`src/rtl/hazard_pkg.sv`:
```
// Shared types and default widths for the pipeline hazard/stall controller.
package hazard_pkg;

  typedef enum logic [1:0] {
    RUN      = 2'd0,
    LU_STALL = 2'd1,
    MEM_WAIT = 2'd2
  } state_e;

  localparam int unsigned DEF_REG_ADDR_W      = 4;
  localparam int unsigned DEF_LOAD_USE_CYCLES = 1;
  localparam int unsigned DEF_STALL_CNT_W     = 16;

endpackage

```
`src/rtl/hazard_raw_compare.sv`:
```
// RAW detector for one producer stage: does the ID instruction read what this stage writes back?
module hazard_raw_compare
  import hazard_pkg::*;
#(
  parameter int unsigned REG_ADDR_W = DEF_REG_ADDR_W
) (
  input  logic [REG_ADDR_W-1:0] src1,
  input  logic [REG_ADDR_W-1:0] src2,
  input  logic                  two_src,
  input  logic [REG_ADDR_W-1:0] dest,
  input  logic                  wb_en,
  output logic                  raw
);

  always_comb begin
    raw = wb_en & ((src1 == dest) | (two_src & (src2 == dest)));
  end

endmodule

```
`src/rtl/hazard_stall_ctrl.sv`:
```
// Hazard unit for the 5-stage pipeline: RAW/load-use stalls, SRAM-wait freeze
// and a saturating stall-cycle counter.
module hazard_stall_ctrl
  import hazard_pkg::*;
#(
  parameter int unsigned REG_ADDR_W      = DEF_REG_ADDR_W,
  parameter int unsigned LOAD_USE_CYCLES = DEF_LOAD_USE_CYCLES,
  parameter int unsigned STALL_CNT_W     = DEF_STALL_CNT_W
) (
  input  logic                   clk,
  input  logic                   rst,
  input  logic                   fwd_en,
  input  logic [REG_ADDR_W-1:0]  src1,
  input  logic [REG_ADDR_W-1:0]  src2,
  input  logic                   two_src,
  input  logic [REG_ADDR_W-1:0]  exe_dest,
  input  logic                   exe_wb_en,
  input  logic                   exe_mem_r_en,
  input  logic [REG_ADDR_W-1:0]  mem_dest,
  input  logic                   mem_wb_en,
  input  logic                   mem_req,
  input  logic                   mem_ready,
  input  logic                   cnt_clr,
  output logic                   hazard,
  output logic                   freeze,
  output logic [STALL_CNT_W-1:0] stall_count
);

  localparam int unsigned LU_W = (LOAD_USE_CYCLES > 2) ? $clog2(LOAD_USE_CYCLES) : 1;
  localparam bit          MULTI_LU = (LOAD_USE_CYCLES > 1);
  localparam logic [LU_W-1:0] LU_INIT = LU_W'(MULTI_LU ? LOAD_USE_CYCLES - 2 : 0);

  logic raw_exe;
  logic raw_mem;
  logic hit;
  logic sram_wait;

  state_e state_q, state_d;
  state_e ret_q, ret_d;
  logic [LU_W-1:0]        lu_cnt_q, lu_cnt_d;
  logic [STALL_CNT_W-1:0] stall_count_q, stall_count_d;

  hazard_raw_compare #(.REG_ADDR_W(REG_ADDR_W)) u_raw_exe (
    .src1    (src1),
    .src2    (src2),
    .two_src (two_src),
    .dest    (exe_dest),
    .wb_en   (exe_wb_en),
    .raw     (raw_exe)
  );

  hazard_raw_compare #(.REG_ADDR_W(REG_ADDR_W)) u_raw_mem (
    .src1    (src1),
    .src2    (src2),
    .two_src (two_src),
    .dest    (mem_dest),
    .wb_en   (mem_wb_en),
    .raw     (raw_mem)
  );

  // An SRAM wait arriving during a load-use bubble freezes that cycle too, so the
  // bubble is not consumed and lu_cnt can be held across the wait.
  always_comb begin
    hit       = fwd_en ? (raw_exe & exe_mem_r_en) : (raw_exe | raw_mem);
    sram_wait = mem_req & ~mem_ready;
    freeze    = ~rst & (((state_q == MEM_WAIT) & ~mem_ready) |
                        ((state_q != MEM_WAIT) & sram_wait));
    hazard    = ~rst & ~freeze & (((state_q == RUN) & hit) | (state_q == LU_STALL));
  end

  always_comb begin
    state_d  = state_q;
    ret_d    = ret_q;
    lu_cnt_d = lu_cnt_q;
    case (state_q)
      RUN: begin
        if (sram_wait) begin
          state_d = MEM_WAIT;
          ret_d   = RUN;
        end else if (hit & fwd_en & MULTI_LU) begin
          state_d  = LU_STALL;
          lu_cnt_d = LU_INIT;
        end
      end
      LU_STALL: begin
        if (sram_wait) begin
          state_d = MEM_WAIT;
          ret_d   = LU_STALL;
        end else if (lu_cnt_q == '0) begin
          state_d = RUN;
        end else begin
          lu_cnt_d = lu_cnt_q - LU_W'(1);
        end
      end
      MEM_WAIT: begin
        if (mem_ready) begin
          state_d = ret_q;
        end
      end
      default: state_d = RUN;
    endcase
  end

  always_comb begin
    stall_count_d = stall_count_q;
    if (cnt_clr) begin
      stall_count_d = '0;
    end else if ((hazard | freeze) & ~(&stall_count_q)) begin
      stall_count_d = stall_count_q + STALL_CNT_W'(1);
    end
  end

  always_ff @(posedge clk) begin
    if (rst) begin
      state_q       <= RUN;
      ret_q         <= RUN;
      lu_cnt_q      <= '0;
      stall_count_q <= '0;
    end else begin
      state_q       <= state_d;
      ret_q         <= ret_d;
      lu_cnt_q      <= lu_cnt_d;
      stall_count_q <= stall_count_d;
    end
  end

  assign stall_count = stall_count_q;

endmodule
```
`config.mk`:
```
export PLATFORM = sky130hd
export DESIGN_NAME = hazard_stall_ctrl
export DESIGN_NICKNAME = d
export VERILOG_FILES = /design/src/rtl/hazard_pkg.sv /design/src/rtl/hazard_raw_compare.sv /design/src/rtl/hazard_stall_ctrl.sv
export SDC_FILE = /design/constraint.sdc
export NUM_CORES = 1
export LEC_CHECK = 0
export BUFFER_PORTS_ARGS = -buffer_cell sky130_fd_sc_hd__buf_2
export CAP_MARGIN = 20
export CORE_AREA = 3 3 73 75
export CTS_BUF_LIST = sky130_fd_sc_hd__clkbuf_2 sky130_fd_sc_hd__clkbuf_4 sky130_fd_sc_hd__clkbuf_8
export DETAILED_ROUTE_END_ITERATION = 8
export DIE_AREA = 0 0 76 78
export GPL_ROUTABILITY_DRIVEN = 0
export PLACE_DENSITY = 0.41
export SKIP_CTS_REPAIR_TIMING = 1
export SLEW_MARGIN = 20
export SYNTH_ARGS = -nofsm -noshare
export SYNTH_HDL_FRONTEND = slang
export SYNTH_HIERARCHICAL = 1
export SYNTH_SLANG_ARGS = --single-unit
export TNS_END_PERCENT = 5
```
`constraint.sdc`:
```
create_clock -name clk -period 3.8 [get_ports clk]
set_input_delay 0.57 -clock clk [delete_from_list [all_inputs] [get_ports clk]]
set_output_delay 0.57 -clock clk [all_outputs]
set_load 0.005 [all_outputs]
```
# Word-level counts from Yosys, hierarchy flattened
# Index checks and enable logic that the tools add are counted.
[word_totals]
reg_bits = 21
inputBits = 26
[op_classes]
n_addsub = 2
eq_ne = 11
muxes = 10
n_bitwise = 24
n_reduce_logical = 7
[ops]
columns = ["operator", "count"]
rows = [
  ["$add 16x1->16 const B", 1],
  ["$eq 4x4->1", 4],
  ["$reduce_and 16->1", 1],
  ["$and 1x1->1", 13],
  ["$mux 2", 6],
  ["$ne 2x2->1 const B", 4],
  ["$or 1x1->1", 6],
  ["$pmux 2 s3", 1],
  ["$reduce_and 3->1", 2],
  ["$not 1->1", 5],
  ["$pmux 2 s2", 1],
  ["$ne 3x3->1 const B", 1],
  ["$eq 2x1->1 const B", 1],
  ["$eq 2x2->1 const B", 1],
  ["$logic_not 2->1", 1],
  ["$mux 1", 2],
  ["$reduce_and 2->1", 1],
  ["$reduce_bool 2->1", 1],
  ["$reduce_or 2->1", 1],
  ["$sub 1x1->1 const B", 1],
]

# Logic depth before layout (Yosys ltp)
# Gate-level depths: netlist of run 1.
[depth]
depth_word = 11
depth_mapped = 11
ltp_nobuf = 9

# By module
# Netlist of run 1, hierarchy kept.
[modules_own_cells]
columns = ["module", "instances", "cells_per_inst", "area_per_inst_um2", "seq_area_each_um2"]
rows = [
  ["hazard_stall_ctrl", 1, 117, 970.9, 380.4],
  ["hazard_raw_compare", 2, 13, 98.8, 0.0],
]

# Worst setup path after synthesis of run 1
# Ideal clock, no wire load.
[synth_timing]
path_type = "in2reg"
start = "input port exe_dest[1]"
end = "register stall_count_q[8], in the netlist stall_count[8]"
setup_ns = 0.071
arrival_time_ns = 2.127
setup_slack_ns = 1.603
path_stages = 10
n_path_buf = 1
cell_sequence = "xor2_1 > nor3_1 > nand3_1 > o21ai_2 > nand2_1 > a21oi_1 > o22ai_2 > buf_6 > or3_1 > a21oi_1"
[synth_between]
elab_chain_cells = 11
elab_cells_between_ends = 13
cone_classes = "eq/ne (2); mux (1); bitwise (10)"
[synth_rtl]
columns = ["item", "line_no", "source"]
rows = [
  ["start: declaration", "hazard_stall_ctrl.sv:16", "input logic [REG_ADDR_W-1:0] exe_dest,"],
  ["$eq 4x4->1", "hazard_raw_compare.sv:16", "raw = wb_en & ((src1 == dest) | (two_src & (src2 == dest)));"],
  ["$and 1x1->1", "hazard_raw_compare.sv:16", ""],
  ["$or 1x1->1 (*)", "hazard_raw_compare.sv:16", ""],
  ["$and 1x1->1 (*)", "hazard_raw_compare.sv:16", ""],
  ["via raw_exe", "hazard_stall_ctrl.sv:33", "logic raw_exe;"],
  ["$or 1x1->1 / $and 1x1->1 (equally long branches)", "hazard_stall_ctrl.sv:64", "hit = fwd_en ? (raw_exe & exe_mem_r_en) : (raw_exe | raw_mem);"],
  ["$mux 1 (*)", "hazard_stall_ctrl.sv:64", ""],
  ["$and 1x1->1 (*)", "hazard_stall_ctrl.sv:68", "hazard = ~rst & ~freeze & (((state_q == RUN) & hit) | (state_q == LU_STALL));"],
  ["$or 1x1->1 (*)", "hazard_stall_ctrl.sv:68", ""],
  ["$and 1x1->1 (*)", "hazard_stall_ctrl.sv:68", ""],
  ["$or 1x1->1 (*)", "hazard_stall_ctrl.sv:108", "end else if ((hazard | freeze) & ~(&stall_count_q)) begin"],
  ["$and 1x1->1 (*)", "hazard_stall_ctrl.sv:108", ""],
  ["end signal: assignment", "hazard_stall_ctrl.sv:123", "stall_count_q <= stall_count_d;"],
  ["end: declaration", "hazard_stall_ctrl.sv:41", "logic [STALL_CNT_W-1:0] stall_count_q, stall_count_d;"],
]
# The timed path passes the listed nets; every way through them passes the cells marked *.
# A chain may end at the register's enable or synchronous reset.

# Worst setup path after layout of run 1
[layout_timing]
start = "input port mem_dest[1]"
end = "output port hazard"
[layout_between]
elab_chain_cells = 9
elab_cells_between_ends = 10
cone_classes = "eq/ne (2); mux (1); bitwise (7)"
[layout_rtl]
columns = ["item", "line_no", "source"]
rows = [
  ["start: declaration", "hazard_stall_ctrl.sv:19", "input logic [REG_ADDR_W-1:0] mem_dest,"],
  ["$eq 4x4->1", "hazard_raw_compare.sv:16", ""],
  ["$and 1x1->1", "hazard_raw_compare.sv:16", ""],
  ["$or 1x1->1 (*)", "hazard_raw_compare.sv:16", ""],
  ["$and 1x1->1 (*)", "hazard_raw_compare.sv:16", ""],
  ["via raw_mem", "hazard_stall_ctrl.sv:34", "logic raw_mem;"],
  ["$or 1x1->1 (*)", "hazard_stall_ctrl.sv:64", ""],
  ["$mux 1 (*)", "hazard_stall_ctrl.sv:64", ""],
  ["$and 1x1->1 (*)", "hazard_stall_ctrl.sv:68", ""],
  ["$or 1x1->1 (*)", "hazard_stall_ctrl.sv:68", ""],
  ["$and 1x1->1 (*)", "hazard_stall_ctrl.sv:68", ""],
  ["end: declaration", "hazard_stall_ctrl.sv:24", "output logic hazard,"],
]
# Marked as above.

==> flow_summary.yaml, run 1 <==
status:
  status: "complete, no violations"
critical_path:
  rrSetupSlack_ns: 1.69
  rr_worst_depth: 6
  worstSetupPathType: "in -> out"
  path_common_cell: "buf_2"
  critPathSlowestCell: "a21oi_1"
  required_ns: 3.23
  path_cells: "buf_2 > xor2_1 > nor3_1 > nand3_1 > o21ai_2 > o21bai_1 > a21oi_1 > o211a_1 > buf_2"
  reg2reg_from: "stall_count[0]"
  startpoint_type: "input pin"
  cp_max_fo: 4
  endpoint_kind: "primary output"
  cp.arrival_ns: 1.91
  cpPeakStageDelay_ns: 0.33
  r2r_end: "stall_count[5]"
sta:
  skew_ns: 0.007353
  finalHoldViolations: 0
  report.final.slew_viol_count: 0
  tns_ns: 0
  worstMarginPinSlew_ns: 0.7072
  period_needed_ns: 2.482
  fmaxAchievable_mhz: 402.8
  relSlewSlack_pct: 52.85
  finalCritPeriodShare_pct: 65.33
  finalSetupViolations: 0
  rsz0062_at_grt: "false"
cts:
  numClockSinks: 19
  insertion_delay_ns: 0.26
  cts_buffer_depth: 2
  clock-root-buffer: "clkbuf_8"
  cts_tree: "built"
  cts_buffers: 3
  clk_pin_slew_ns: 0.07
  htreeDepth: 1
power_and_ir_drop:
  p_per_area_nw_per_um2: 272.6
  p_switching_uw: 104.0
  vdd_drop_max_v: 0.0001189
  seq_power_share_pct: 50.0
  clkPwrFrac_pct: 35.0
  power.total_uw: 404.9
  p_leak_nw: 0.6042
  p_comb_share_pct: 15.0
  p_int_uw: 300.9
  swShare_pct: 25.67
placement:
  numPortBuffers: 43
  place.detailed.hpwl_um: 2412
route:
  vias: 1200
  drc: 0
  first_pass_iters: 4
  vias_per_cell: 4.762
  routed_wl_um: 3134
  wire_per_inst_um: 12.44
  drtIter0Drc: 31
  ant_nets: 0
floorplan:
  row_count: 25
  die_height_um: 78
  core_um2: 4723
  dieArea_um2: 5928
  die_w_um: 76
  ios: 44
  start_util_pct: 24.74
run:
  drv_cap: 0
grt:
  gr-usage-all-layers_pct: 10.55
  grt_pass1_wl_um: 5250
  antenna_found_initial: 0
  grt_max_degree: 21
  overflow: 0
  grt_pass1_vias: 1151
worst_hold_path:
  hold_path.startpoint: "ret_q[0]"
  min_path_cells: 2
  hold_path_class: "reg -> reg"
  holdPathEnd: "state_q[0]"
layout:
  antenna_cells: 0
  layout_common_cells: "buf_2 (43), dfxtp_1 (19), a21oi_1 (14)"
  final_common_cell: "buf_2"
  drive_above_1_share_pct: 30.27
  fin_nets: 213
  area.growth.synth_to_final_pct: 27.09
  fillers: 511
logic_synthesis:
  syn_inst: 143
  synth_area_leaders: "dfxtp_1 (33%), xnor2_1 (7.5%), a21oi_1 (6.0%)"
  syn_area_um2: 1169
  synthDistinctLibCells: 34
  synth.largest_area_cell: "dfxtp_1"
  synth_fa_ha_area_share_pct: 1.071
  yosysTopAreaCellShare_pct: 32.55
  postSynthAreaPerCell_um2: 8.172
  yosysWarnings: 6
  synth_compound_area_share_pct: 20.77
  syn_nets: 170
  synth_top_family_by_area: "simple AND/OR/NAND/NOR gates"
  synth_xor_area_share_pct: 13.49
  synth_simple_gate_area_share_pct: 26.98
  yosys-mux-area-fraction_pct: 1.713
  seq_area_frac_synth_pct: 32.55
  synth-seq-cells: 19
## cell type report
type                            count  area (µm²)  area share [%]
Multi-Input combinational cell    116       748.2           50.38
Sequential cell                    19       380.4           25.61
Timing Repair Buffer               43       215.2           14.49
Tap cell                           67       83.83           5.644
Clock buffer                        3       41.29           2.780
Inverter                            3       11.26          0.7582
Clock inverter                      1       5.005          0.3370
## layer usage
layer | GRT usage (%) | routed length (µm) | part of all wire [%] | vias to the layer above
met1 | 13.08 | 1448 | 46 | 555
li1 | - | - | - | 606
met4 | 2.717 | 13 | 0.41 | 0
met2 | 17.91 | 1457 | 46 | 37
met3 | 3.132 | 214 | 6.8 | 2
met5 | 0 | 0 | 0 | -
## power by group through the flow
stage	sequential [mW]	clock, mW	combinational (mW)
4_1_cts	0.202	0.150	0.0615
3_3_place_gp	0.207	0	0.0595
3_5_place_dp	0.207	0	0.0609
6_report	0.202	0.142	0.0607
5_1_grt	0.203	0.158	0.0685
2_1_floorplan	0.207	0	0.0370
## cells in the mapped netlist (all sizes together)
library cell / n
a31oi: 1
o211a: 1
a21oi: 14
a211oi: 1
o21bai: 2
clkbuf: 1
nor2: 6
or2: 2
o211ai: 2
xor2: 8
nand2: 8
nor3: 3
and2: 3
o21ai: 15
inv: 3
xnor2: 10
dfxtp: 19
buf: 4
nand3: 10
or4: 1
or3: 11
mux2i: 2
o31ai: 1
nand2b: 3
and3: 1
ha: 1
nor3b: 1
nand4: 6
o22ai: 1
and4: 2
## through the flow
step           setup slack, ns  hold slack (ns)  utilization (%)  instances  instance area [µm²]
2_1_floorplan            1.603           0.4107                -        143                 1169
3_3_place_gp             1.227           0.4285            30.46        248                 1439
3_5_place_dp             1.177           0.4356            30.46        248                 1439
4_1_cts                  1.290           0.4475            31.44        252                 1485
5_1_grt                  1.102           0.4659            31.44        252                 1485
6_report                 1.318           0.4413            31.44        252                 1485
## sequential cells by signal (all words and copies together), names as in the netlist
signal,flops
ret_q,1
stall_count,16
state_q,2
## how the worst max path moves through the flow
stage	startpoint	end	slack [ns]
after floorplan	exe_dest[1]	stall_count[8]	1.60
after global placement	exe_dest[1]	stall_count[8]	1.23
after detailed placement	exe_dest[1]	stall_count[3]	1.18
after CTS	exe_dest[1]	hazard	1.29
after global routing	exe_dest[1]	hazard	1.10
final	mem_dest[1]	hazard	1.32
## worst max-delay path: cells and delay by family
kind,cells,cell delay (ns)
AOI/OAI and AO/OA,4,0.67
xor gates and xnor gates,1,0.16
buffers and inverters,2,0.23
and+or+nand+nor,2,0.30
## kinds of logic after synthesis
kind of cell / after synthesis
and+or+nand+nor: 57
AOI/OAI and AO/OA: 38
DFF: 19
xor gates and xnor gates: 18
buffers and inverters: 8
muxes: 2
adders and majority gates: 1
Note: power is estimated with default switching activity, not from simulation.
==> run 2, diff against run 1 <==
Clock period 3.8 ns to 2.4 ns, I/O delays scaled along.
==> run 2 against run 1 <==
Final cell count rose by 0.40%. Critical path type is now reg -> reg. Largest power group unchanged. Core utilization rose by 0.16 points. Clock skew fell by 0.00065 ns. Global-route usage rose by 0.42 points. Final area rose by 0.51%. Routed wire length fell by 1.0%.
==> flow_summary.yaml, run 2 (synthesis results as in run 1) <==
sta:
  fmaxAchievable_mhz: 473.6
  period_needed_ns: 2.112
  finalCritPeriodShare_pct: 87.98
  finalHoldViolations: 0
  report.final.slew_viol_count: 0
  skew_ns: 0.006699
  finalSetupViolations: 0
  tns_ns: 0
  worstMarginPinSlew_ns: 0.7231
  relSlewSlack_pct: 51.79
  whs_ns: 0.3307
  rsz0062_at_grt: "false"
critical_path:
  rr_worst_depth: 6
  reg2reg_from: "stall_count[0]"
  cp.arrival_ns: 2.30
  critPathLaunch: "stall_count[0]"
  startpoint_type: "register"
  worstSetupPathType: "reg -> reg"
  endpoint: "stall_count[3]"
  cp_max_fo: 20
  required_ns: 2.59
  r2r_end: "stall_count[3]"
  rrSetupSlack_ns: 0.29
  endpoint_kind: "register"
cts:
  clock-root-buffer: "clkbuf_8"
  cts_buffer_depth: 2
  cts_buffers: 3
  numClockSinks: 19
  insertion_delay_ns: 0.26
  clk_pin_slew_ns: 0.08
  cts_tree: "built"
  htreeDepth: 1
route:
  vias_per_cell: 4.613
  first_pass_iters: 4
  vias: 1167
  drc: 0
  routed_wl_um: 3102
  drtIter0Drc: 31
  wire_per_inst_um: 12.26
  ant_nets: 0
placement:
  numPortBuffers: 43
  place.detailed.hpwl_um: 2386
layout:
  layout_common_cells: "buf_2 (43), dfxtp_1 (19), a21oi_1 (14)"
  largest_reg_flops: 16
  fillers: 516
  final_common_cell: "buf_2"
  antenna_cells: 0
  area.growth.synth_to_final_pct: 27.73
  fin_nets: 214
  drive_above_1_share_pct: 30.65
grt:
  grt_pass1_vias: 1176
  grt_max_degree: 21
  gr-usage-all-layers_pct: 10.97
  antenna_found_initial: 0
  overflow: 0
  grt_pass1_wl_um: 5430
floorplan:
  die_height_um: 78
  core_um2: 4723
  start_util_pct: 24.74
  ios: 44
  die_w_um: 76
  dieArea_um2: 5928
  row_count: 25
power_and_ir_drop:
  p_leak_nw: 0.6096
  vdd_drop_max_v: 0.0002274
  p_per_area_nw_per_um2: 433.5
  power.total_uw: 647.1
run:
  drv_cap: 0
worst_hold_path:
  hold_path_class: "in -> reg"
status:
  status: "complete, no violations"
run 2: cell types whose count changed in the layout (fill, tap and decap cells not counted):
cell | previous run | this run
buf_4 | 0 | 1
run 2: cell type report:
class                           instances  area [µm²]  area share [%]
Multi-Input combinational cell        116       748.2           50.13
Sequential cell                        19       380.4           25.48
Timing Repair Buffer                   44       222.7           14.92
Tap cell                               67       83.83           5.616
Clock buffer                            3       41.29           2.766
Inverter                                3       11.26          0.7544
Clock inverter                          1       5.005          0.3353
run 2: how the worst min path moves through the flow:
stage | start | end | depth (start not counted)
floorplan | ret_q[0] | state_q[0] | 2
global placement | ret_q[0] | state_q[0] | 2
detailed placement | ret_q[0] | state_q[0] | 2
CTS | mem_ready | state_q[1] | 2
global route | mem_ready | state_q[1] | 2
finish | mem_ready | state_q[1] | 2
run 2: power by group:
| part | total (mW) | switching, mW | internal [mW] |
|---|---|---|---|
| Combinational | 0.0977 | 0.0525 | 0.0453 |
| Clock | 0.229 | 0.113 | 0.116 |
| Sequential | 0.320 | 0.00320 | 0.317 |
run 2: routing by layer:
metal	global-route usage [%]	routed length [µm]
met4	1.993	10
met5	0	0
met3	4.060	200
met1	13.71	1474
met2	18.26	1417
run 2: through the flow:
| step | cells | util (%) | worst slack (ns) | cell area, µm² |
|---|---|---|---|---|
| floorplan | 143 | - | 0.4125 | 1169 |
| global placement | 249 | 30.62 | 0.1730 | 1446 |
| detailed placement | 249 | 30.62 | 0.1323 | 1446 |
| CTS | 253 | 31.60 | 0.2565 | 1493 |
| global route | 253 | 31.60 | 0.07331 | 1493 |
| finish | 253 | 31.60 | 0.2884 | 1493 |
run 2: critical path: stages (launching register included):
cell and delay (ns):
dfxtp_1 0.42, ha_1 0.19, and2_1 0.30, nand4_1 0.19, o22ai_2 0.57, o21ai_0 0.20
a21oi_1 0.15
